===== src/rtl/booth_divider_pkg.sv =====
// Shared definitions for the booth multiplier/divider family.
//   BOOTH_W : default operand width (dividend is 2*BOOTH_W bits)
//   state_t : sequencer states shared by the multiplier and the divider
package booth_divider_pkg;

  localparam int BOOTH_W = 8;

  typedef enum logic [1:0] {
    ST_IDLE = 2'd0,
    ST_CALC = 2'd1,
    ST_FIX  = 2'd2
  } state_t;

endpackage


===== src/rtl/booth_div_step.sv =====
// One radix-2 non-restoring division step (combinational).
//   pr_i   : partial remainder, W+1 bits, two's complement
//   bit_i  : next dividend bit shifted in from the quotient register
//   ads_i  : divisor magnitude
//   pr_o   : new partial remainder
//   qbit_o : quotient bit (1 when the new partial remainder is non-negative)
module booth_div_step
  import booth_divider_pkg::*;
#(
  parameter int W = BOOTH_W
) (
  input  logic [W:0]   pr_i,
  input  logic         bit_i,
  input  logic [W-1:0] ads_i,
  output logic [W:0]   pr_o,
  output logic         qbit_o
);

  logic [W:0] sh;

  // The partial remainder stays within [-|dvs|, |dvs|), so it fits W signed
  // bits and the top bit can be dropped by the shift.
  assign sh     = {pr_i[W-1:0], bit_i};
  assign pr_o   = pr_i[W] ? sh + {1'b0, ads_i} : sh - {1'b0, ads_i};
  assign qbit_o = ~pr_o[W];

endmodule


===== src/rtl/booth_divider.sv =====
// Sequential signed divider: 2W-bit dividend by W-bit divisor, one quotient
// bit per clock on magnitudes, sign fix-up in a final cycle.
//   clk, rst      : clock, synchronous active-high reset
//   start         : request, sampled only while idle
//   dvd, dvs      : signed dividend (2W) and divisor (W), captured on accept
//   quo, rem      : signed quotient (toward zero) and remainder (sign of dvd)
//   busy          : high from the accept edge until the result edge
//   done          : one-cycle pulse when quo/rem/ovf/dbz are updated
//   ovf, dbz      : quotient overflow, divide by zero
module booth_divider
  import booth_divider_pkg::*;
#(
  parameter int W = BOOTH_W
) (
  input  logic                  clk,
  input  logic                  rst,
  input  logic                  start,
  input  logic signed [2*W-1:0] dvd,
  input  logic signed [W-1:0]   dvs,
  output logic signed [W-1:0]   quo,
  output logic signed [W-1:0]   rem,
  output logic                  busy,
  output logic                  done,
  output logic                  ovf,
  output logic                  dbz
);

  localparam int CW = $clog2(W);

  // Magnitudes are read as unsigned, so negating the most negative value
  // yields its correct magnitude without an extra bit.
  function automatic logic [2*W-1:0] abs_dvd(input logic [2*W-1:0] v);
    return v[2*W-1] ? -v : v;
  endfunction

  function automatic logic [W-1:0] abs_dvs(input logic [W-1:0] v);
    return v[W-1] ? -v : v;
  endfunction

  function automatic logic [W-1:0] neg_if(input logic neg, input logic [W-1:0] v);
    return neg ? -v : v;
  endfunction

  state_t         state_q;
  logic [CW-1:0]  cnt_q;
  logic [W:0]     pr_q;
  logic [W-1:0]   qt_q;
  logic [W-1:0]   ads_q;
  logic [W-1:0]   dvd_lo_q;
  logic           sgn_dvd_q;
  logic           sgn_dvs_q;
  logic           hi_ovf_q;
  logic           dbz_q;

  logic [2*W-1:0] adv;
  logic [W-1:0]   ads;
  logic [W:0]     pr_d;
  logic           qbit_d;
  logic [W-1:0]   qt_d;
  logic [W-1:0]   rmag;
  logic           qneg;
  logic           ovf_rng;

  assign adv  = abs_dvd(dvd);
  assign ads  = abs_dvs(dvs);
  assign qt_d = {qt_q[W-2:0], qbit_d};

  booth_div_step #(.W(W)) u_step (
    .pr_i   (pr_q),
    .bit_i  (qt_q[W-1]),
    .ads_i  (ads_q),
    .pr_o   (pr_d),
    .qbit_o (qbit_d)
  );

  // Restore a negative final remainder; the result is < |dvs| and fits W bits.
  assign rmag = pr_q[W] ? pr_q[W-1:0] + ads_q : pr_q[W-1:0];
  assign qneg = sgn_dvd_q ^ sgn_dvs_q;
  // Negative quotients may reach 2^(W-1); positive ones stop at 2^(W-1)-1.
  assign ovf_rng = qneg ? (qt_q[W-1] & (|qt_q[W-2:0])) : qt_q[W-1];

  always_ff @(posedge clk) begin
    if (rst) begin
      state_q <= ST_IDLE;
      cnt_q   <= '0;
      busy    <= 1'b0;
      done    <= 1'b0;
      quo     <= '0;
      rem     <= '0;
      ovf     <= 1'b0;
      dbz     <= 1'b0;
    end else begin
      done <= 1'b0;
      unique case (state_q)
        ST_IDLE: begin
          if (start) begin
            sgn_dvd_q <= dvd[2*W-1];
            sgn_dvs_q <= dvs[W-1];
            ads_q     <= ads;
            dvd_lo_q  <= dvd[W-1:0];
            // High half seeds the partial remainder; low half is shifted in.
            pr_q      <= {1'b0, adv[2*W-1:W]};
            qt_q      <= adv[W-1:0];
            // High half >= |dvs| means the magnitude quotient needs > W bits.
            hi_ovf_q  <= (adv[2*W-1:W] >= ads);
            dbz_q     <= (ads == '0);
            cnt_q     <= '0;
            busy      <= 1'b1;
            state_q   <= ST_CALC;
          end
        end
        ST_CALC: begin
          pr_q  <= pr_d;
          qt_q  <= qt_d;
          cnt_q <= cnt_q + 1'b1;
          if (cnt_q == CW'(W - 1)) state_q <= ST_FIX;
        end
        ST_FIX: begin
          if (dbz_q) begin
            quo <= '1;
            rem <= dvd_lo_q;
            ovf <= 1'b0;
            dbz <= 1'b1;
          end else begin
            quo <= neg_if(qneg, qt_q);
            rem <= neg_if(sgn_dvd_q, rmag);
            ovf <= hi_ovf_q | ovf_rng;
            dbz <= 1'b0;
          end
          done    <= 1'b1;
          busy    <= 1'b0;
          state_q <= ST_IDLE;
        end
        default: state_q <= ST_IDLE;
      endcase
    end
  end

endmodule

===== config.mk =====
export PLATFORM = sky130hd
export DESIGN_NAME = booth_divider
export DESIGN_NICKNAME = d
export VERILOG_FILES = /design/src/rtl/booth_divider_pkg.sv /design/src/rtl/booth_div_step.sv /design/src/rtl/booth_divider.sv
export SDC_FILE = /design/constraint.sdc
export NUM_CORES = 1
export LEC_CHECK = 0
export ABC_AREA = 0
export CAP_MARGIN = 20
export CORE_MARGIN = 3
export CORE_UTILIZATION = 50
export DETAILED_ROUTE_END_ITERATION = 6
export PLACE_DENSITY = 0.72
export SYNTH_ARGS = -nofsm -noshare
export SYNTH_HDL_FRONTEND = slang
export SYNTH_SLANG_ARGS = --single-unit

===== constraint.sdc =====
create_clock -name clk -period 5.6 [get_ports clk]
set_input_delay 0.84 -clock clk [delete_from_list [all_inputs] [get_ports clk]]
set_output_delay 0.84 -clock clk [all_outputs]
set_load 0.01 [all_outputs]

### Word-level counts from Yosys, hierarchy flattened

Index checks and enable logic that the tools add are counted.

| cells by class | value |
|---|---|
| muxes and demuxes | 23 |
| reductions and logical operators | 10 |
| order comparisons | 1 |
| equality and inequality tests | 5 |
| add/subtract/negate cells | 8 |
| bitwise logic cells | 5 |

Operators with widths:

| operator | count |
|---|---|
| $mux 8 | 7 |
| $neg 8->8 | 3 |
| $mux 9 | 2 |
| $pmux 9 s2 | 1 |
| $mux 16 | 1 |
| $neg 16->16 | 1 |
| $pmux 8 s2 | 1 |
| $add 9x8->9 | 1 |
| $sub 9x8->9 | 1 |
| $add 8x8->8 | 1 |
| $ge 8x8->1 | 1 |
| $logic_not 8->1 | 1 |
| $reduce_or 7->1 | 1 |
| $pmux 3 s2 | 1 |
| $reduce_and 2->1 | 3 |
| $reduce_and 3->1 | 2 |
| $mux 1 | 5 |
| $mux 2 | 2 |
| $ne 2x2->1 const B | 2 |
| $pmux 2 s2 | 1 |
| $reduce_bool 2->1 | 2 |
| $add 3x1->3 const B | 1 |
| $eq 3x3->1 const B | 1 |
| $mux 3 | 1 |
| 8 further kinds | 9 |

| storage, ports and cells | value |
|---|---|
| output and inout bits | 20 |
| register bits | 62 |
| bits of input ports | 27 |

### Longest topological paths before layout

| logic depth | value |
|---|---|
| word-level depth | 5 |
| gate-level depth with buffers | 13 |

### By module

A second synthesis with hierarchy kept.

| second synthesis, totals | value |
|---|---|
| cells, all modules | 453 |
| area, all modules | 4172.8 um^2 |

Modules (own cells, without submodules):

| module | area each (um^2) | times used | seq. area each (um^2) | cells an instance |
|---|---|---|---|---|
| booth_divider | 3616.0 | 1 | 1611.5 | 381 |
| booth_div_step | 556.8 | 1 | 0.0 | 72 |

### Least setup slack after synthesis

No wires, ideal clock.

| timing path | value |
|---|---|
| path type | input port to flip-flop |
| from | input rst |
| to | register ads_q[0] (enable) |
| path slack | 2034 ps |
| path buffers | 0 |
| stages | 1 |
| required time | 5140 ps |
| data arrival time | 3106 ps |
| cell sequence | nor4b_1 |

| on the way | value |
|---|---|
| cells in the longest elaborated chain, start to end | 2 |

RTL lines:

| what | line | source |
|---|---|---|
| from (decl) | booth_divider.sv:16 | `input logic rst,` |
| $not 1->1 (no line) | - |  |
| $reduce_and 3->1 (no line) | - |  |
| to (signal assigned) | booth_divider.sv:99 | `ads_q <= ads;` |
| to (decl) | booth_divider.sv:48 | `logic [W-1:0] ads_q;` |

Every way passes these cells.
A chain may end at the register's enable or synchronous reset.

### Worst setup path in the final report

| timing path | value |
|---|---|
| from | input dvd[5] |
| to | register hi_ovf_q, data pin |

| on the way | value |
|---|---|
| cells in the longest elaborated chain, start to end | 3 |

RTL lines:

| what | line | source |
|---|---|---|
| from (decl) | booth_divider.sv:18 | `input logic signed [2*W-1:0] dvd,` |
| $neg 16->16 | booth_divider.sv:33 | `return v[2*W-1] ? -v : v;` |
| $mux 16 | booth_divider.sv:33 |  |
| $ge 8x8->1 | booth_divider.sv:105 | `hi_ovf_q <= (adv[2*W-1:W] >= ads);` |
| to (signal assigned) | booth_divider.sv:105 |  |
| to (decl) | booth_divider.sv:52 | `logic hi_ovf_q;` |

Every way passes these cells.

==> key figures <==
Status
  – Status: finished, final reports clean

Power and ir drop
  – Clock network fraction of total power: 0.312
  – Reg power frac: 0.432
  – Maximum vdd drop: 0.0001097 V
  – Power Total: 1255 uW
  – Combinational Power Share: 0.256
  – Pleak: 0.001907 uW
  – PD cells: 258.2 mW/mm2
  – Power Internal: 861.4 uW
  – Sw Pwr: 393.5 uW
  – Sw frac: 0.3136

Synth
  – Yosys cell types: 54
  – Post-Syn Nets: 500
  – Post-Syn Area: 0.004093 mm2
  – Commonest cells in the netlist: nor2_1 (55), edfxtp_1 (37), a21oi_1 (33)
  – Post-synthesis cell count: 441
  – Synth Register Bits: 62
  – Post-synth EDFFs: 37
  – Seq/Total Area, Yosys: 0.3938
  – Most used DFF post-synth: edfxtp_1
  – Yosys Warn Count: 0
  – Ranking of synthesized cells by area: edfxtp_1 (27%), dfxtp_1 (12%), ha_1 (9.2%)
  – Count leader, synth: nor2_1
  – Fraction of registers with async set/reset: 0
  – Largest area contributor in the netlist: edfxtp_1
  – Syn_area_per_cell: 9.280 um2
  – Top cell type's share of synthesized area: 0.2715

Clock tree
  – Setup Fix Bufs, Post-CTS: 0
  – Worst-Skew Late Latency: 350 ps
  – CTS Sinks: 62
  – TritonCTS Buffers: 9
  – H-Tree Depth: 3
  – CTS tree: yes
  – Post-cts sizing count: 0
  – Root Buffer: clkbuf_8
  – Clock-pin slew on the worst setup and hold paths: 70 ps
  – Hold Buf Count CTS: 0
  – Clk buf depth: 2

Die
  – Site Rows: 32
  – Die ar.: 0.009306 mm2
  – Die width: 96.47 um
  – Area of the core: 0.007848 mm2
  – Chip Height: 96.47 um
  – Io pins: 47
  – Initial Util: 0.5215

GRT
  – Vias in the first global route: 3,140
  – Total track usage: 0.2135
  – Initial antenna violation count: 0
  – Global route overflow: 0
  – Largest net degree at the start of global routing: 27
  – First-pass GRT wire length: 15,170 um

Layout
  – Layout cells sized above 1: 0.07114
  – Area grow syn2layout: 18.77%
  – Final nets: 546
  – Diode count: 0
  – Core Util, Final: 0.6194

Setup path
  – Worst Path Required: 5690 ps
  – CP arrival: 3770 ps
  – Startpoint types: input pin
  – FF-to-FF path depth: 9
  – CP endpoint kind: flop
  – Worst setup path class: in2reg
  – Crit path max fanout: 5

Placed design
  – HPWL after detailed placement: 7180 um
  – Port bufs: 46
  – Routability Congestion: 0.8392

Routing
  – Wire length per cell: 15.76 um
  – Post-route ant nets: 0
  – Drt via density: 5.675
  – Post-route DRC violation count: 0
  – Drt pass-1 iters: 4
  – 1st-iter DRT viols: 146
  – DR vias: 3,371
  – Post-Route WL: 9364 um

STA
  – Tcrit/Tclk final: 0.6570
  – Tmin final: 3679 ps
  – Clock Skew: 17.18 ps
  – Worst slew margin: 0.4257
  – Setup-failing EPs final: 0
  – RSZ-0062 raised after global routing: false
  – Worst-margin pin slew: 858.8 ps
  – FMAX: 0.2718 GHz
  – Fin. Hold Viols: 0
  – Setup TNS: 0 ps
  – Max-slew violation count: 0

Worst hold path
  – Worst hold path class: reg2reg
  – Hold depth: 2

Job
  – Max Cap Violations: 0
[through the flow]
stage | instance area, um2 | hold WS, ps | std cells | setup WS [ps]
after floorplan | 4093 | 469.2 | 441 | 2034
after detailed placement | 4663 | 447.7 | 578 | 1550
after CTS | 4861 | 458.2 | 594 | 1912
after global placement | 4663 | 440.3 | 578 | 1614
final | 4861 | 455.5 | 594 | 1921
after global routing | 4861 | 488.4 | 594 | 1810
[cells in the final DEF, fill, tap and decap left out, types with 4 or more instances in the layout]
cell type,n
a211oi_1,6
o22ai_1,7
a31oi_1,4
buf_4,4
clkbuf_8,10
a21oi_1,33
dfxtp_1,25
xor2_1,27
o21ai_0,18
nor2_1,55
ha_1,30
or3_1,5
nor3_1,13
xnor2_1,18
nor4_1,4
and3_1,4
nand2b_1,9
inv_1,25
o21bai_1,6
nand3_1,4
nand2_1,23
o41ai_1,4
o31ai_1,6
or2_2,4
nor2b_1,4
a21o_1,7
edfxtp_1,37
clkdlybuf4s50_1,46
[worst max-delay path: stages]
cell and delay [ps]:
clkdlybuf4s50_1 520, or4_4 630, o31ai_1 250, xor2_1 220
ha_1 260, nand2b_1 140, a21o_1 170, a21o_1 160
a21o_1 160, a21o_1 170, a21oi_1 150, o21ai_0 100
[power groups by stage]
stage,registers [uW],logic (uW),clock network [uW]
floorplan,539,240,0
global placement,551,309,0
detailed placement,552,318,0
CTS,542,321,398
global route,546,361,416
finish,542,321,392
[sequential cells by signal (all words and copies together), names as in the netlist, 2 cells and up]
| register | cells |
|---|---|
| ads_q | 8 |
| cnt_q | 3 |
| dvd_lo_q | 8 |
| pr_q | 9 |
| qt_q | 8 |
| quo | 8 |
| rem | 8 |
| state_q | 2 |
[final cells by class]
| type | count | area (um2) |
|---|---|---|
| fill | 672 | 2987 |
| clock buffer | 11 | 162.7 |
| clock inverter | 5 | 35.03 |
| sequential | 62 | 1612 |
| inverter | 25 | 93.84 |
| tap | 102 | 127.6 |
| multi-input combinational | 339 | 2340 |
| timing repair buffer | 50 | 490.5 |
[cell families (layout without fill, tap and decap cells)]
family / after synthesis / count (layout) / share of synthesized area
XOR/XNOR: 45 / 45 / 0.09630
AND/OR/NAND/NOR: 142 / 142 / 0.1761
buffers and inverters: 40 / 91 / 0.03730
multiplexers: 5 / 5 / 0.01284
adder cells (fa/ha/maj): 32 / 32 / 0.1015
flip-flops: 62 / 62 / 0.3938
AO/OA/AOI/OAI: 115 / 115 / 0.1822
[per-layer routing]
metal | global-route usage | part of all wire | vias to the layer above
li1 | - | - | 1695
met1 | 0.2943 | 0.47 | 1569
met2 | 0.3356 | 0.47 | 97
met3 | 0.04105 | 0.049 | 10
met4 | 0.07477 | 0.016 | 0
met5 | 0 | 0 | -
[path summary, 6_finish.rpt]
| check | startpoint | to | slack (ps) |
|---|---|---|---|
| max | dvd[5] | hi_ovf_q | 1920 |
| max reg2reg | pr_q[8] | qt_q[0] | 1970 |
| min | rem[2] | rem[2] | 460 |
| min reg2reg | rem[2] | rem[2] | 460 |
Note: power is estimated with default switching activity, not from simulation.
==> variant: new RTL, config.mk and constraints unchanged <==
Register the inputs `start`, `dvd` and `dvs` before use. The logic sees them one clock later.
--- a/src/rtl/booth_divider.sv
+++ b/src/rtl/booth_divider.sv
@@ -26,6 +26,16 @@
 );
 
   localparam int CW = $clog2(W);
+
+  logic start_q;
+  logic signed [2*W-1:0] dvd_q;
+  logic signed [W-1:0] dvs_q;
+
+  always_ff @(posedge clk) begin
+    start_q <= start;
+    dvd_q   <= dvd;
+    dvs_q   <= dvs;
+  end
 
   // Magnitudes are read as unsigned, so negating the most negative value
   // yields its correct magnitude without an extra bit.
@@ -61,8 +71,8 @@
   logic           qneg;
   logic           ovf_rng;
 
-  assign adv  = abs_dvd(dvd);
-  assign ads  = abs_dvs(dvs);
+  assign adv  = abs_dvd(dvd_q);
+  assign ads  = abs_dvs(dvs_q);
   assign qt_d = {qt_q[W-2:0], qbit_d};
 
   booth_div_step #(.W(W)) u_step (
@@ -93,11 +103,11 @@
       done <= 1'b0;
       unique case (state_q)
         ST_IDLE: begin
-          if (start) begin
-            sgn_dvd_q <= dvd[2*W-1];
-            sgn_dvs_q <= dvs[W-1];
+          if (start_q) begin
+            sgn_dvd_q <= dvd_q[2*W-1];
+            sgn_dvs_q <= dvs_q[W-1];
             ads_q     <= ads;
-            dvd_lo_q  <= dvd[W-1:0];
+            dvd_lo_q  <= dvd_q[W-1:0];
             // High half seeds the partial remainder; low half is shifted in.
             pr_q      <= {1'b0, adv[2*W-1:W]};
             qt_q      <= adv[W-1:0];
Check against the original RTL: not equivalent (a bounded check fails within 4 cycles, from zero or initial values and one cycle with rst high).
==> variant against the unedited design <==
  * Synthesized area grew 12%
  * Sequential cell count grew 25
  * Worst hold slack gained 1.2 ps
  * Worst setup slack gained 160 ps
  * Clock power grew 13%
  * Cell count grew 4.7%
  * Wire length grew 1.2%
  * Power grew 20%
  * Non-clock buffer count is the same
  * Final area grew 11%
  * Critical endpoint is now qt_q[0]
  * Largest power group unchanged
==> variant: results (changes against the unedited design) <==
## Placement
- 7280 µm — Post-DP HPWL, was 7180 µm
- 0.865 — placer's final routability congestion estimate, was 0.839
- 2160 ps — DP Worst Slack, was 1550 ps
- 46 — count of buffers inserted at the top-level ports, unchanged

## Clock tree
- clkbuf_8 — clock root buffer, unchanged
- 0 — total of cells resized after clock tree synthesis, unchanged
- 3 — # H-tree levels, unchanged
- 0 — Post-CTS Setup Repair Bufs, unchanged
- 100 ps — Clock transition at path regs, was 70 ps
- 2 — Max Root-Sink Buffers, unchanged
- 350 ps — Clk Latency, worst-skew pair, about the same
- 9 — TritonCTS Buffers, unchanged

## Synthesis
- 523 — Syn Nets, was 500
- dfxtp_1 — main flop type after synthesis, was edfxtp_1
- edfxtp_1 (24%), dfxtp_1 (22%), ha_1 (8.2%) — dominant cells by area after synthesis, was edfxtp_1 (27%), dfxtp_1 (12%), ha_1 (9.2%)
- 0% — share of flip-flops with an asynchronous set or reset, unchanged
- 60 — post-synth cell types, was 54
- 0 — number of warning messages in the yosys log, unchanged
- dfxtp_1 (50), nor2_1 (49), edfxtp_1 (37) — most numerous cell types in the synthesized netlist, was nor2_1 (55), edfxtp_1 (37), a21oi_1 (33)
- 45.9% — share of synthesized area occupied by flip-flops and latches, was 39.4%
- 37 — number of enable flip-flop cells after synthesis, unchanged

## Final layout
- dvd_q: 16 flops, pr_q: 9 flops — leading registers by flop count
- 764 — filler cell count in the final layout, was 672
- 0 — antenna cell count, unchanged
- 7.78% — fraction of final layout cells with drive strength greater than 1, was 7.11%
- 568 — number of nets in the final layout, was 546

## Global routing
- 28 — largest net degree at the start of global routing, was 27
- 0 — initial antenna violation count, unchanged
- 18.8% — global-route total usage across every layer, was 21.4%
- 3242 — number of global-route vias before repair, was 3140
- 15300 µm — first-pass GRT wire length, was 15200 µm

## Outcome
- completed — result of the run, unchanged

## Critical path
- compound AO/OA/AOI/OAI gates — kind of cell adding the most delay to the critical path, unchanged
- edfxtp_1 — master of the slowest instance on the critical path, was or4_4
- 920 ps — Crit path largest cell delay, was 630 ps
- 3630 ps — data arrival time of the critical path, was 3770 ps
- 27 — worst-path maximum fanout, was 5

## Power
- 0.00106 W — Int Pwr, was 0.000861 W
- 2.12 nW — Static Leak, was 1.91 nW
- 143 µV — worst IR drop on VDD, was 110 µV

## Route
- 4 — drt first pass iters, unchanged
- 15.2 µm — routed wirelength normalized by instance count, was 15.8 µm
- 3434 — count of vias placed by the detailed router, was 3371
- 135 — DR iter-0 viols, was 146

## Min path
- reg -> reg — HP Class, unchanged

## STA
- 851 ps — Worst Max-Slew Pin Slew, was 859 ps
- 12.1 ps — final worst clock skew, was 17.2 ps

## variant: cell count changes after synthesis, sizes merged, moves of 4 or more
cell	delta
o21ai	+14
o22ai	-5
dfxtp	+25
nor2	-6
xnor2	+5
xor2	-4
## variant: per-stage QoR
step           cells  util, %  area (µm²)
4_1_cts          621     60.7        5370
3_5_place_dp     605     58.4        5160
3_3_place_gp     605     58.4        5160
2_1_floorplan    464        -        4600
6_report         622     60.8        5380
5_1_grt          622     60.8        5380
## variant: logic make-up after synthesis
group | after synthesis | synth area share, %
AO/OA/AOI/OAI | 121 | 16.7
XOR/XNOR | 47 | 9.27
adder cells (fa/ha/maj) | 32 | 9.03
buffers and inverters | 41 | 3.51
flip-flops | 87 | 45.9
multiplexers | 5 | 1.14
AND/OR/NAND/NOR | 131 | 14.4
## variant: power by group through the flow
stage	combinational [W]	clock, W	sequential [W]
2_1_floorplan	0.000250	0	0.000738
3_3_place_gp	0.000306	0	0.000758
3_5_place_dp	0.000315	0	0.000760
4_1_cts	0.000317	0.000451	0.000745
5_1_grt	0.000354	0.000482	0.000751
6_report	0.000316	0.000442	0.000746
## variant: cell type report
| class | instances | area, µm² | share of cell area (%) |
|---|---|---|---|
| clock inverter | 5 | 45.0 | 0.837 |
| inverter | 25 | 93.8 | 1.74 |
| clock buffer | 11 | 163 | 3.02 |
| timing repair buffer | 50 | 490 | 9.12 |
| sequential | 87 | 2110 | 39.3 |
| multi-input combinational | 336 | 2340 | 43.5 |
| tap | 108 | 135 | 2.51 |
## variant: worst reg2reg max path, cell delays in order, from the launching register on
cell	delay (ps)
edfxtp_1	920
mux2_2	450
fa_1	430
a21o_1	180
a21oi_1	210
o21bai_1	110
a2111oi_0	430
nor3_1	130
xnor2_1	150
mux2_2	270
## variant: path summary, 6_finish.rpt
| kind | endpoint | slack (ps) | startpoint | depth (start not counted) |
|---|---|---|---|---|
| worst max register to register | qt_q[0] | 2090 | pr_q[8] | 9 |
| worst max-delay path | qt_q[0] | 2090 | pr_q[8] | 9 |
| worst min-delay path | rem[0] | 460 | rem[0] | 2 |
| worst min register to register | rem[0] | 460 | rem[0] | 2 |
## variant: layer usage
metal | track usage [%] | share of wire, %
met1 | 26.2 | 50
met2 | 30.5 | 45
met3 | 3.34 | 3.9
met4 | 4.64 | 0.94
met5 | 0 | 0
